### config.mk
export PLATFORM = sky130hd
export DESIGN_NAME = mem_access_ctrl
export DESIGN_NICKNAME = d
export VERILOG_FILES = /design/src/rtl/mem_access_ctrl.sv
export SDC_FILE = /design/constraint.sdc
export NUM_CORES = 1
export LEC_CHECK = 0
export ABC_AREA = 1
export CORE_ASPECT_RATIO = 0.6
export CORE_MARGIN = 5
export CORE_UTILIZATION = 35
export DETAILED_ROUTE_END_ITERATION = 12
export PLACE_DENSITY = 0.72
export SKIP_CTS_REPAIR_TIMING = 1
export SKIP_LAST_GASP = 1
export SYNTH_ARGS = -nofsm -noshare
export SYNTH_HDL_FRONTEND = slang
export SYNTH_SLANG_ARGS = --single-unit
### constraint.sdc
create_clock -name clk -period 4.1 [get_ports clk]
set_input_delay 0.615 -clock clk [delete_from_list [all_inputs] [get_ports clk]]
set_output_delay 0.615 -clock clk [all_outputs]
set_load 0.05 [all_outputs]
### src/rtl/mem_access_ctrl.sv
// -----------------------------------------------------------------------------
// mem_access_ctrl
//
// MEM-stage sequencer for the pipelined CPU. When the EX/MEM register holds a
// load or store, it issues one request to a variable-latency data memory and
// waits for MemAck. While the access is in flight it stalls the front of the
// pipeline and bubbles the MEM/WB write-register input. Load data (or ERRDATA
// on a timeout) is registered on ReadData and presented in the DONE cycle,
// which is the one cycle where the pipeline advances past the access.
//
// Ports
//   clk        in   single clock, rising edge
//   rst        in   asynchronous, active-high reset
//   MemRead    in   EX/MEM load flag
//   MemWrite   in   EX/MEM store flag (a store wins if both flags are set)
//   Address    in   [31:0] EX/MEM ALU result (byte address)
//   WriteData  in   [31:0] EX/MEM store data
//   MemReq     out  registered request to data memory
//   MemWe      out  registered write enable (1 = store, 0 = load)
//   MemAddr    out  [31:0] registered memory address
//   MemWData   out  [31:0] registered memory store data
//   MemAck     in   memory completion, only looked at in WAIT
//   MemRData   in   [31:0] memory read data, valid with MemAck
//   ReadData   out  [31:0] registered load result for MEM/WB
//   Stall      out  combinational freeze of PC, IF/ID, ID/EX, EX/MEM
//   BubbleWB   out  combinational, identical to Stall
//   MemErr     out  sticky timeout flag, cleared only by rst
//   dbg_state  out  [1:0] FSM state: 0 = IDLE, 1 = WAIT, 2 = DONE
//
// Handshake: MemReq rises the cycle after an access is detected and stays
// high, with MemWe/MemAddr/MemWData stable, until the first rising edge at
// which MemAck is sampled high (or the timeout fires); it then drops in the
// same edge. MemAck outside of WAIT carries no meaning and is ignored.
// -----------------------------------------------------------------------------
module mem_access_ctrl #(
    parameter int unsigned TIMEOUT = 16,
    parameter logic [31:0] ERRDATA = 32'hFFFF_FFFF
) (
    input  logic        clk,
    input  logic        rst,
    input  logic        MemRead,
    input  logic        MemWrite,
    input  logic [31:0] Address,
    input  logic [31:0] WriteData,
    output logic        MemReq,
    output logic        MemWe,
    output logic [31:0] MemAddr,
    output logic [31:0] MemWData,
    input  logic        MemAck,
    input  logic [31:0] MemRData,
    output logic [31:0] ReadData,
    output logic        Stall,
    output logic        BubbleWB,
    output logic        MemErr,
    output logic [1:0]  dbg_state
);

    // The counter only has to reach TIMEOUT-1: the timeout branch leaves
    // WAIT before it could ever wrap.
    localparam int unsigned   CW       = $clog2(TIMEOUT);
    localparam logic [CW-1:0] CNT_LAST = CW'(TIMEOUT - 1);

    typedef enum logic [1:0] {
        S_IDLE = 2'd0,
        S_WAIT = 2'd1,
        S_DONE = 2'd2
    } state_t;

    state_t         state;
    state_t         state_n;
    logic [CW-1:0]  cnt;
    logic [CW-1:0]  cnt_n;
    logic           req_n;
    logic           we_n;
    logic [31:0]    addr_n;
    logic [31:0]    wdata_n;
    logic [31:0]    rdata_n;
    logic           err_n;
    logic           stall_c;

    // -------------------------------------------------------------------------
    // State and datapath registers
    // -------------------------------------------------------------------------
    always_ff @(posedge clk or posedge rst) begin
        if (rst) begin
            state    <= S_IDLE;
            cnt      <= '0;
            MemReq   <= 1'b0;
            MemWe    <= 1'b0;
            MemAddr  <= '0;
            MemWData <= '0;
            ReadData <= '0;
            MemErr   <= 1'b0;
        end else begin
            state    <= state_n;
            cnt      <= cnt_n;
            MemReq   <= req_n;
            MemWe    <= we_n;
            MemAddr  <= addr_n;
            MemWData <= wdata_n;
            ReadData <= rdata_n;
            MemErr   <= err_n;
        end
    end

    // -------------------------------------------------------------------------
    // Next-state and output logic
    // -------------------------------------------------------------------------
    always_comb begin
        state_n = state;
        cnt_n   = cnt;
        req_n   = MemReq;
        we_n    = MemWe;
        addr_n  = MemAddr;
        wdata_n = MemWData;
        rdata_n = ReadData;
        err_n   = MemErr;
        stall_c = 1'b0;

        unique case (state)
            S_IDLE: begin
                if (MemRead || MemWrite) begin
                    // Stall in the detect cycle already, so EX/MEM keeps the
                    // access until it has been carried through DONE.
                    stall_c = 1'b1;
                    addr_n  = Address;
                    wdata_n = WriteData;
                    we_n    = MemWrite;
                    req_n   = 1'b1;
                    cnt_n   = '0;
                    state_n = S_WAIT;
                end
            end

            S_WAIT: begin
                stall_c = 1'b1;
                // Ack is checked first so an ack in the last allowed cycle
                // completes the access instead of timing it out.
                if (MemAck) begin
                    if (!MemWe) begin
                        rdata_n = MemRData;
                    end
                    req_n   = 1'b0;
                    state_n = S_DONE;
                end else if (cnt == CNT_LAST) begin
                    err_n   = 1'b1;
                    req_n   = 1'b0;
                    if (!MemWe) begin
                        rdata_n = ERRDATA;
                    end
                    state_n = S_DONE;
                end else begin
                    cnt_n = cnt + CW'(1);
                end
            end

            S_DONE: begin
                // EX/MEM still shows the finished access here; it is the
                // cycle the pipeline advances, so the flags are not re-used.
                state_n = S_IDLE;
            end

            default: begin
                state_n = S_IDLE;
            end
        endcase
    end

    assign Stall     = stall_c;
    assign BubbleWB  = stall_c;
    assign dbg_state = state;

    // -------------------------------------------------------------------------
    // Internal consistency properties
    // -------------------------------------------------------------------------
    req_matches_wait: assert property (
        @(posedge clk) disable iff (rst) MemReq == (state == S_WAIT)
    );

    cnt_in_range: assert property (
        @(posedge clk) disable iff (rst) (state == S_WAIT) |-> (cnt <= CNT_LAST)
    );

endmodule

==> summary.txt <==
Status: complete, no violations
Worst slew margin: 19.4%
CTS tree: built
Max VDD drop: 462 uV
Mapped Cells: 534
Ys flop type: dfrtp_1
Worst r2r src: MemWe
Leak Pwr: 3.41 nW
Maximum fanout along the worst path: 2
Top cells by count, synth: nand2_1 (306), dfrtp_1 (105), inv_1 (41), nand4_1 (33), clkbuf_1 (10)
Nets: 823
Final hold vios: 0
Crit start category: input port
Clk_lat worst skew: 0.33 ns
# DRC: 0
Vias: 4064
Pwr Density: 976 nW/um^2
Final core occ: 53.9%
EDFF count, synth: 0
WL final: 12700 um
Area growth from synthesis to layout: 52.7%
Mapped Area: 4460 um^2
Top-count cell post-synth: nand2_1
First-pass GRT wire length: 20900 um
Sequential area share after synthesis: 58.9%
Placer Congestion: 0.773
Die width: 156 um
Top cells by area, synth: dfrtp_1 (59%), nand2_1 (26%), nand4_1 (4.6%)
All-layer global routing usage: 16.7%
Fin Setup TNS: 0 ns
Switch Pwr: 3.47 mW
Synth area leader: dfrtp_1
Number of synthesis warnings: 0
Syn_nets: 636
Async SR Flop Fraction: 100%
Die H: 97.5 um
HPWL Detailed: 9180 um
Core ar.: 12700 um^2
Syn avg cell area: 8.36 um^2
Final setup vio count: 0
Final Skew: 0.00762 ns
GRT overflow: 0
# H-tree levels: 3
Number of max-cap violations: 0
Arr. time, crit path: 2.14 ns
Clk buf depth: 2
Critical path capture point type: output port
Post-DR wirelength/cell: 14.1 um
Critical R2R Capture: ReadData[7]
Drt pass-1 iters: 4
Reg2Reg Setup Slack: 1.88 ns
Antenna violations before repair: 0
Post-synth top area share: 58.9%
# IOs: 204
RSZ-0062 raised after global routing: false
Worst setup path startpoint: MemWrite
Final period util: 67.1%
WHS Path Cells: 2
Vias in the first global route: 4160
Die area: 15200 um^2
Clock slew at reported path FFs: 0.06 ns
Required time worst endpoint: 3.48 ns
Post-synthesis cell type count: 21
Max Clk Rate: 0.363 GHz
FILL cells: 1165
Switching Share: 52.1%
Max Slew Vio Count: 0
Min-delay src: ReadData[16]
FP Rows: 32
Initial detailed-routing violation count: 180
Initial Util: 35.3%
Worst-Margin Slew: 1.21 ns
# clock sinks: 105
Final worst path period need: 2.75 ns
Root buffer cell: clkbuf_16
Largest net degree at the start of global routing: 70
Worst R2R Path Depth: 4
Internal cell power: 3.19 mW
WS Path Type: input port to output port
Detail Route Antenna Nets: 0
Cts bufs inserted: 9
Layout cell share with drive strength beyond 1: 3.44%
Vias per inst: 4.54
Min-Delay Path Class: flip-flop to flip-flop
Diodes inserted: 0
Sequential Power Share: 27.9%
Yosys reg bits: 105
WHS Endpoint: ReadData[16]
Clk pwr share: 11.6%
Comb pwr share: 60.5%
IO buf count: 203
[worst max path at each step]
| stage | cells past startpoint | to |
|---|---|---|
| floorplan | 1 | MemAddr[0] |
| global placement | 4 | Stall |
| detailed placement | 4 | BubbleWB |
| CTS | 4 | BubbleWB |
| global route | 4 | BubbleWB |
| finish | 4 | BubbleWB |
[registers in the layout, indices dropped and copies added, names as in the netlist]
signal,count
MemErr,1
ReadData,32
MemReq,1
MemWe,1
dbg_state,2
MemAddr,32
MemWData,32
cnt,4
[through the flow]
stage	hold slack, ns	power [mW]	setup WS (ns)	cells	cell area, um^2
after floorplan	0.516	4.53	0.724	534	4460
after global placement	0.457	5.84	1.38	880	6550
after detailed placement	0.458	5.92	1.34	880	6550
after CTS	0.475	6.73	1.34	896	6820
after global routing	0.493	7.04	1.30	896	6820
final	0.471	6.65	1.35	896	6820
[cell usage in the layout, fill, tap and decap left out, drive strengths merged]
cell,instances
buf,4
clkbuf,12
clkdlybuf4s50,203
clkinv,1
clkinvlp,4
dfrtp,105
ha,1
inv,42
nand2,307
nand3,7
nand4,33
nor2,2
o21ai,3
o21bai,1
xor2,1
[routing by layer]
layer / share of wire [%] / global-route usage (%) / vias up / wire length [um]
li1: - / - / 1995 / -
met4: 1.4 / 4.64 / 0 / 178
met5: 0 / 0 / - / 0
met3: 11 / 7.39 / 14 / 1340
met1: 42 / 20.9 / 1896 / 5350
met2: 46 / 26.4 / 159 / 5790
[power groups by stage]
stage | Sequential, mW | Combinational [mW] | Clock, mW
after global placement | 1.84 | 4.00 | 0
after floorplan | 3.57 | 0.962 | 0
after detailed placement | 1.86 | 4.06 | 0
after CTS | 1.86 | 4.07 | 0.808
after global routing | 1.92 | 4.26 | 0.846
final | 1.85 | 4.03 | 0.773
[critical path, cell delays in order]
cell,delay (ns)
clkdlybuf4s50_1,0.53
o21ai_4,0.08
nand2_1,0.09
clkdlybuf4s50_1,0.82
[area by class of cell]
cell class              count  area [um^2]  share of cell area, %
flip-flops and latches    105         2630                   38.5
well taps                 170          213                   3.12
repair buffers            207         2060                   30.2
clock inverters             4         30.0                  0.440
clock buffers              12          236                   3.47
multi-input cells         355         1490                   21.8
inverters                  43          164                   2.40
[cell families after synthesis]
kind of cell / after synthesis / share of synthesized area (%)
buffers and inverters: 74 / 8.07
adder cells (fa/ha/maj): 1 / 0.280
XOR/XNOR: 1 / 0.196
flip-flops: 105 / 58.9
AO/OA/AOI/OAI: 4 / 0.589
AND/OR/NAND/NOR: 349 / 32.0
Power figures use the tool's default switching activity.
